--- src/rtl/rv32i_pkg.sv ---
// RV32I opcode/funct constants and one-hot instruction-type indices shared by
// the decode stage and its immediate generator.
package rv32i_pkg;

   localparam int OPCODE_TYPE_W = 11;

   localparam logic [6:0] OPC_LUI    = 7'b0110111;
   localparam logic [6:0] OPC_AUIPC  = 7'b0010111;
   localparam logic [6:0] OPC_JAL    = 7'b1101111;
   localparam logic [6:0] OPC_JALR   = 7'b1100111;
   localparam logic [6:0] OPC_BRANCH = 7'b1100011;
   localparam logic [6:0] OPC_LOAD   = 7'b0000011;
   localparam logic [6:0] OPC_STORE  = 7'b0100011;
   localparam logic [6:0] OPC_OP_IMM = 7'b0010011;
   localparam logic [6:0] OPC_OP     = 7'b0110011;
   localparam logic [6:0] OPC_FENCE  = 7'b0001111;
   localparam logic [6:0] OPC_SYSTEM = 7'b1110011;

   // Bit positions inside decode_opcode_type
   localparam int T_LUI    = 0;
   localparam int T_AUIPC  = 1;
   localparam int T_JAL    = 2;
   localparam int T_JALR   = 3;
   localparam int T_BRANCH = 4;
   localparam int T_LOAD   = 5;
   localparam int T_STORE  = 6;
   localparam int T_OP_IMM = 7;
   localparam int T_OP     = 8;
   localparam int T_FENCE  = 9;
   localparam int T_SYSTEM = 10;

   localparam logic [2:0] F3_ADD = 3'b000;
   localparam logic [2:0] F3_SLL = 3'b001;
   localparam logic [2:0] F3_SR  = 3'b101;

   localparam logic [6:0] F7_BASE = 7'h00;
   localparam logic [6:0] F7_ALT  = 7'h20;

   typedef logic [OPCODE_TYPE_W-1:0] optype_t;

endpackage

--- src/rtl/imm_gen.sv ---
// Combinational immediate generator: selects the RV32I immediate format from
// the one-hot opcode type; R-type and illegal encodings yield zero.
module imm_gen
   import rv32i_pkg::*;
(
   input  logic [31:7] i_instr,
   input  optype_t     i_type,
   output logic [31:0] o_imm
);

   always_comb begin
      o_imm = '0;
      case (1'b1)
         i_type[T_LUI], i_type[T_AUIPC]:
            o_imm = {i_instr[31:12], 12'b0};
         i_type[T_JAL]:
            o_imm = {{11{i_instr[31]}}, i_instr[31], i_instr[19:12], i_instr[20],
                     i_instr[30:21], 1'b0};
         i_type[T_BRANCH]:
            o_imm = {{19{i_instr[31]}}, i_instr[31], i_instr[7], i_instr[30:25],
                     i_instr[11:8], 1'b0};
         i_type[T_STORE]:
            o_imm = {{20{i_instr[31]}}, i_instr[31:25], i_instr[11:7]};
         i_type[T_JALR], i_type[T_LOAD], i_type[T_OP_IMM],
         i_type[T_FENCE], i_type[T_SYSTEM]:
            o_imm = {{20{i_instr[31]}}, i_instr[31:20]};
         i_type[T_OP]:
            o_imm = '0;
         default:
            o_imm = '0;
      endcase
   end

endmodule

--- src/rtl/decode.sv ---
// RV32I decode stage: registers the fetched instruction, classifies it, extracts
// fields/immediate, flags illegal encodings and requests a bubble on load-use.
module decode
   import rv32i_pkg::*;
#(
   parameter logic [31:0] PC_RESET = 32'h0
) (
   input  logic        clk,
   input  logic        rst,
   input  logic        clk_en,
   input  logic [31:0] fetch_instr,
   input  logic [31:0] pc,
   input  logic        stall,
   input  logic        flush,
   output logic        stall_req,
   output logic [31:0] decode_pc,
   output logic [4:0]  decode_rs1_addr,
   output logic [4:0]  decode_rs2_addr,
   output logic [4:0]  decode_rd_addr,
   output logic [31:0] decode_imm,
   output logic [2:0]  decode_funct3,
   output logic        decode_funct7_b5,
   output optype_t     decode_opcode_type,
   output logic        decode_illegal,
   output logic        decode_valid,
   output logic        next_clk_en
);

   logic [6:0]  w_opc;
   logic [2:0]  w_f3;
   logic [6:0]  w_f7;
   optype_t     w_type;
   logic        w_legal;
   logic        w_has_rs1, w_has_rs2, w_has_rd;
   logic [4:0]  w_rs1, w_rs2, w_rd;
   logic [31:0] w_imm;
   logic        w_hit;

   logic [31:0] r_pc;
   logic [4:0]  r_rs1, r_rs2, r_rd;
   logic [31:0] r_imm;
   logic [2:0]  r_f3;
   logic        r_f7b5;
   optype_t     r_type;
   logic        r_illegal;
   logic        r_valid;

   assign w_opc = fetch_instr[6:0];
   assign w_f3  = fetch_instr[14:12];
   assign w_f7  = fetch_instr[31:25];

   always_comb begin
      w_type  = '0;
      w_legal = 1'b0;
      case (w_opc)
         OPC_LUI:    begin w_type[T_LUI]    = 1'b1; w_legal = 1'b1; end
         OPC_AUIPC:  begin w_type[T_AUIPC]  = 1'b1; w_legal = 1'b1; end
         OPC_JAL:    begin w_type[T_JAL]    = 1'b1; w_legal = 1'b1; end
         OPC_JALR:   begin w_type[T_JALR]   = 1'b1; w_legal = (w_f3 == F3_ADD); end
         OPC_BRANCH: begin
            w_type[T_BRANCH] = 1'b1;
            w_legal = (w_f3 != 3'd2) && (w_f3 != 3'd3);
         end
         OPC_LOAD:   begin
            w_type[T_LOAD] = 1'b1;
            w_legal = (w_f3 != 3'd3) && (w_f3 != 3'd6) && (w_f3 != 3'd7);
         end
         OPC_STORE:  begin w_type[T_STORE]  = 1'b1; w_legal = (w_f3 <= 3'd2); end
         OPC_OP_IMM: begin
            w_type[T_OP_IMM] = 1'b1;
            if (w_f3 == F3_SLL)     w_legal = (w_f7 == F7_BASE);
            else if (w_f3 == F3_SR) w_legal = (w_f7 == F7_BASE) || (w_f7 == F7_ALT);
            else                    w_legal = 1'b1;
         end
         OPC_OP:     begin
            w_type[T_OP] = 1'b1;
            w_legal = (w_f7 == F7_BASE) ||
                      ((w_f7 == F7_ALT) && ((w_f3 == F3_ADD) || (w_f3 == F3_SR)));
         end
         OPC_FENCE:  begin w_type[T_FENCE]  = 1'b1; w_legal = 1'b1; end
         OPC_SYSTEM: begin w_type[T_SYSTEM] = 1'b1; w_legal = 1'b1; end
         default:    begin w_type = '0;             w_legal = 1'b0; end
      endcase
      // EX keys its trap off decode_illegal, so an illegal word carries no type
      if (!w_legal) w_type = '0;
   end

   assign w_has_rs1 = ~(w_type[T_LUI] | w_type[T_AUIPC] | w_type[T_JAL]);
   assign w_has_rs2 = w_type[T_BRANCH] | w_type[T_STORE] | w_type[T_OP];
   assign w_has_rd  = ~(w_type[T_BRANCH] | w_type[T_STORE]);
   assign w_rs1 = w_has_rs1 ? fetch_instr[19:15] : 5'd0;
   assign w_rs2 = w_has_rs2 ? fetch_instr[24:20] : 5'd0;
   assign w_rd  = w_has_rd  ? fetch_instr[11:7]  : 5'd0;

   imm_gen u_imm_gen (
      .i_instr (fetch_instr[31:7]),
      .i_type  (w_type),
      .o_imm   (w_imm)
   );

   // Masked indices keep U/J immediates from aliasing onto the load's rd
   assign w_hit     = (w_rs1 == r_rd) || (w_rs2 == r_rd);
   assign stall_req = r_valid & r_type[T_LOAD] & (r_rd != 5'd0) & clk_en & ~flush & w_hit;

   always_ff @(posedge clk or negedge rst) begin
      if (!rst) begin
         r_pc      <= PC_RESET;
         r_rs1     <= '0;
         r_rs2     <= '0;
         r_rd      <= '0;
         r_imm     <= '0;
         r_f3      <= '0;
         r_f7b5    <= 1'b0;
         r_type    <= '0;
         r_illegal <= 1'b0;
         r_valid   <= 1'b0;
      end else if (flush) begin
         r_valid <= 1'b0;
      end else if (!stall) begin
         if (stall_req) begin
            r_valid <= 1'b0;
         end else if (clk_en) begin
            r_pc      <= pc;
            r_rs1     <= w_rs1;
            r_rs2     <= w_rs2;
            r_rd      <= w_rd;
            r_imm     <= w_imm;
            r_f3      <= w_f3;
            r_f7b5    <= fetch_instr[30];
            r_type    <= w_type;
            r_illegal <= ~w_legal;
            r_valid   <= 1'b1;
         end else begin
            r_valid <= 1'b0;
         end
      end
   end

   assign decode_pc          = r_pc;
   assign decode_rs1_addr    = r_rs1;
   assign decode_rs2_addr    = r_rs2;
   assign decode_rd_addr     = r_rd;
   assign decode_imm         = r_imm;
   assign decode_funct3      = r_f3;
   assign decode_funct7_b5   = r_f7b5;
   assign decode_opcode_type = r_type;
   assign decode_illegal     = r_illegal;
   assign decode_valid       = r_valid;
   assign next_clk_en        = r_valid & ~stall;

endmodule

--- config.mk ---
export PLATFORM = sky130hd
export DESIGN_NAME = decode
export DESIGN_NICKNAME = d
export VERILOG_FILES = /design/src/rtl/rv32i_pkg.sv /design/src/rtl/imm_gen.sv /design/src/rtl/decode.sv
export SDC_FILE = /design/constraint.sdc
export NUM_CORES = 1
export LEC_CHECK = 0
export BUFFER_PORTS_ARGS = -buffer_cell sky130_fd_sc_hd__buf_2
export CAP_MARGIN = 10
export CORE_MARGIN = 4
export CORE_UTILIZATION = 50
export DETAILED_ROUTE_END_ITERATION = 6
export HOLD_SLACK_MARGIN = 0.05
export PLACE_DENSITY_LB_ADDON = 0.05
export SLEW_MARGIN = 40
export SYNTH_ARGS = -nofsm -noshare
export SYNTH_HDL_FRONTEND = slang
export SYNTH_SLANG_ARGS = --single-unit
--- constraint.sdc ---
create_clock -name clk -period 3.75 [get_ports clk]
set_clock_uncertainty 0.15 [all_clocks]
set_input_delay 0.75 -clock clk [delete_from_list [all_inputs] [get_ports clk]]
set_output_delay 0.75 -clock clk [all_outputs]
set_load 0.005 [all_outputs]
Word-level counts from Yosys, hierarchy flattened
Index checks and enable logic that the tools add are counted.
- flip-flop bits (word level): 96
- word-level logic and storage cells: 88
- output and inout port bits: 98
- magnitude comparators: 1
- reduce and logical (&&, ||, !) cells: 15
- bitwise gates (word level): 14
- mux-type cells: 27
- eq/ne operators: 21
- operators by type and width (kind ; number):
    2-to-1 mux 32 bit ; 5
    == test 7 x 6 -> 1 bit, second input constant ; 4
    == test 7 bit, second input constant ; 4
    2-to-1 mux 1 bit ; 17
    2-to-1 mux 5 bit ; 3
    == test 7 x 5 -> 1 bit, second input constant ; 2
    2-to-1 mux 11 bit ; 1
    == test 5 bit ; 2
    OR reduction 5 bit ; 2
    == test 7 x 2 -> 1 bit, second input constant ; 1
    == test 7 x 4 -> 1 bit, second input constant ; 1
    logical NOT 7 bit ; 1
    one-hot mux 1 bit (7 select lines) ; 1
    bitwise AND 1 bit ; 6
    inequality test 3 x 2 -> 1 bit, second input constant ; 2
    inequality test 3 bit, second input constant ; 2
    nonzero test 5 bit ; 1
    logical AND 1 bit ; 4
    logical OR 1 bit ; 4
    inverter 1 bit ; 4
    OR 1 bit ; 4
    AND reduction 4 bit ; 1
    == test 3 x 1 -> 1 bit, second input constant ; 1
    == test 3 bit, second input constant ; 1
    4 further kinds ; 4

Longest topological paths before layout
- depth after elaboration: 15
- depth in mapped cells: 11
- gate-level depth less buffers: 7

Hierarchy
From an unflattened synthesis, not the netlist that was laid out.
- cell total of the unflattened synthesis: 378
- area, all modules: 4735.8 um^2
- by module, submodules not included (module ; cells an instance ; instances ; area each (um^2) ; seq. area each (um^2)):
    decode ; 313 ; 1 ; 4287.9 ; 2402.3
    imm_gen ; 65 ; 1 ; 447.9 ; 0.0

Least setup slack after synthesis
Ideal clock, no wire load.
- path kind: in2out
- start point: input fetch_instr[3]
- end point: output stall_req
- arrival: 2.271 ns
- buffers on the path: 1
- stages on the path: 7
- data required time: 2.850 ns
- path slack: 0.579 ns
- cell sequence: nand4bb_4 > or2_4 > nor4b_4 > nor4_1 > o22ai_2 > clkbuf_1 > a21oi_1
- longest elaborated chain between the ends: 10
- RTL lines (element ; RTL line ; RTL):
    from (decl) ; decode.sv:11 ; input logic [31:0] fetch_instr,
    == test 7 bit (tied with other cells) ; decode.sv:55 ; case (w_opc)
    OR reduction 5 bit (no source line) ; n/a ;
    one-hot mux 1 bit (7 select lines) ; decode.sv:55 ;
    2-to-1 mux 11 bit * ; decode.sv:85 ; if (!w_legal) w_type = '0;
    OR 1 bit (on tied branches) (2 in series) ; decode.sv:88, decode.sv:89 ;
    2-to-1 mux 5 bit (on tied branches) ; decode.sv:91, decode.sv:92 ;
    == test 5 bit ; decode.sv:102 ; assign w_hit = (w_rs1 == r_rd) || (w_rs2 == r_rd);
    logical OR 1 bit * ; decode.sv:102 ;
    bitwise AND 1 bit * ; decode.sv:103 ; assign stall_req = r_valid & r_type[T_LOAD] & (r_rd != 5'd0) & clk_en & ~flush & w_hit;
    to (decl) ; decode.sv:15 ; output logic stall_req,
Mark *: on every way between the ends. The rest lies on a longest branch, timed or not.

Final worst setup path
Same ends and word-level chain as after synthesis.

==> out/qor.yml <==
max_cap_viol_count: 0
crit_top_cell: "buf_2"
die_h_um: 105
peakVddDrop_mv: 0.182
crit_required_ns: 2.85
end_kind: "output port"
cp_max_fo: 6
cts_setup_buffers: 0
synth_top_family_by_area: "multiplexers"
power.density_nw_per_um2: 394
crit_slowest_cell: "nor2_1"
drt_iter0_markers: 171
p_clk_share_pct: 28.6
numCtsBuffers: 9
synth_common_cells: "dfrtp_1 (96), nand2_1 (77), mux2_2 (46), mux2_4 (29), inv_1 (25)"
tightestPinTransition_ns: 0.588
r2r_end: "decode_imm[30]$_DFFE_PN0P_"
ys_types: 46
cts-root-buf: "clkbuf_8"
path_clk_slew_ns: 0.09
grt_remaining_overflow: 0
r2r-start: "decode_rd_addr[1]$_DFFE_PN0P_"
synth_compound_area_share_pct: 8.07
start_util_pct: 51.4
fill_cells: 804
synth_ff_type: "dfrtp_1"
slowest_delay_ns: 0.51
min_period_ns: 3.47
cts.path.max_buffers: 2
synth_edf_count: 0
htree_levels: 3
yosys.area_share.adder_pct: 0
status: "completed"
crit_path_cell_trace: "buf_2 > nand4_1 > nor2_1 > nor3_1 > o32ai_1 > nand3_1 > a21oi_1 > buf_2"
nets: 656
ys_top_cells_by_area: "dfrtp_1 (51%), mux2_2 (11%), mux2_4 (9.2%)"
synth_nets: 482
syn-instance-count: 413
cts_hold_buf: 0
synth.avg_cell_area_um2: 11.5
reg2reg_depth: 7
drive_gt1_share_pct: 47.7
slew_headroom_pct: 60.8
post_cts_resized: 0
io_pins: 167
ys_seq_elements: 96
hp-class: "in -> async"
finalCritPeriodShare_pct: 92.6
reg2reg_slack_ns: 1.29
grt_antenna_before_repair: 0
yosys-mux-area-fraction_pct: 20.3
p_switching_uw: 648
synth_xor_area_share_pct: 1.66
switching_share_pct: 27.4
tns_ns: 0
ys_async_sr_fraction_pct: 100
grt_pass1_wl_mm: 20.3
cts.sinks: 96
drc: 0
yosysSeqAreaShare_pct: 50.6
worstSkewPairLatency_ns: 0.36
cp-start-kind: "input port"
area_growth_pct: 26.1
critical_path_arrival_ns: 2.57
yosysWarnings: 0
row_count: 35
cts_tree: "built"
finalHoldViolCount: 0
coreArea_um2: 9240
vias: 3814
syn_area_um2: 4750
rsz0062_at_grt: "no"
diodes: 0
grt_pass1_vias: 3839
dieArea_um2: 11100
yosys.area.top_type: "dfrtp_1"
place_hpwl_mm: 9.45
wl_mm: 12.5
gp_congestion: 0.852
wl_per_cell_um: 17.4
postRouteAntennaNets: 0
grt_use_total_pct: 22.8
timing.fmax_ghz: 0.288
path_class: "in -> out"
yosys.area_share.simple_pct: 14.9
seqPwrFrac_pct: 51.6
port_buffers: 166
dr.pass1.iters: 4
grt_start_max_net_pins: 53
synth_top_area_share_pct: 50.6
combPwrFrac_pct: 19.8
fp.dieW_um: 105
routed_via_density: 5.30
p_leak_nw: 3.14
final_core_util_pct: 64.8
drv_slew: 0
yosysMostFrequentCell: "dfrtp_1"
internal_power_mw: 1.71
setup_viol: 0
[placed cells by master, fill, tap and decap left out, types with 3 or more instances in the layout]
master    count
buf_12        4
o221ai_1     20
mux2_2       46
a22o_1        4
nor2_1       11
buf_4        12
xor2_1        3
clkbuf_8      9
buf_2       165
nor3_1       10
dfrtp_1      96
nor4_1        5
nor2b_1       5
xnor2_1       6
or4_1         3
inv_1        25
nor4b_1       3
or2_2         3
o21ai_0       7
nand2_1      77
mux2_4       29
nand3_1       8
nand2b_1      4
[state kept, by name (all words and copies together), names as in the netlist]
register            flops
decode_valid            1
decode_rd_addr          5
decode_illegal          1
decode_funct7_b5        1
decode_imm             32
decode_funct3           3
decode_pc              32
decode_rs1_addr         5
decode_opcode_type     11
decode_rs2_addr         5
[critical path, delay by kind of cell]
kind	cells	cell delay (ns)
simple gates	4	0.99
compound gates	2	0.55
buf+inv	2	0.28
[area by class of cell]
class,instances,area [um2],share of cell area [%]
clock inverter,6,68.8,1.15
multi-input combinational,274,2140,35.7
timing repair buffer,181,996,16.6
tap,129,161,2.70
inverter,25,93.8,1.57
clock buffer,9,124,2.07
sequential,96,2400,40.1
[per-layer routing]
layer | wire length, um | part of all wire, % | vias to the layer above | GRT usage, %
met1 | 5620 | 45 | 1846 | 32.3
met3 | 926 | 7.4 | 13 | 4.84
met2 | 5810 | 46 | 142 | 35.2
met5 | 0 | 0 | - | 0
li1 | - | - | 1813 | -
met4 | 180 | 1.4 | 0 | 7.31
[power by group through the flow]
stage	clock (mW)	sequential [mW]	combinational (mW)
3_5_place_dp	0	1.24	0.471
2_1_floorplan	0	1.24	0.224
5_1_grt	0.731	1.23	0.515
3_3_place_gp	0	1.23	0.463
6_report	0.674	1.22	0.468
4_1_cts	0.693	1.22	0.474
[how the worst max path moves through the flow]
stage                               from  slack, ns                    endpoint  cells past startpoint
after floorplan           fetch_instr[3]       0.58                   stall_req                      7
after global placement    fetch_instr[6]       0.32  decode_imm[27]$_DFFE_PN0P_                      9
after detailed placement  fetch_instr[6]       0.26  decode_imm[30]$_DFFE_PN0P_                      9
after CTS                 fetch_instr[3]       0.31                   stall_req                      8
after global routing      fetch_instr[3]       0.16                   stall_req                      8
final                     fetch_instr[3]       0.28                   stall_req                      8
[stage by stage]
step	instances	setup WS (ns)	hold slack, ns	power (mW)	instance area (um2)
2_1_floorplan	413	0.579	0.304	1.47	4750
3_3_place_gp	705	0.317	0.334	1.69	5790
3_5_place_dp	705	0.258	0.337	1.71	5790
4_1_cts	720	0.310	0.240	2.39	5980
5_1_grt	720	0.156	0.267	2.48	5990
6_report	720	0.278	0.217	2.36	5990
[cells by family (layout without fill, tap and decap cells)]
family	Yosys count	count (layout)
AOI/OAI and AO/OA	48	48
muxes	76	76
DFF	96	96
buffers and inverters	43	221
and+or+nand+nor	141	141
xor gates and xnor gates	9	9
No activity file was read; power rests on OpenSTA's default activity.
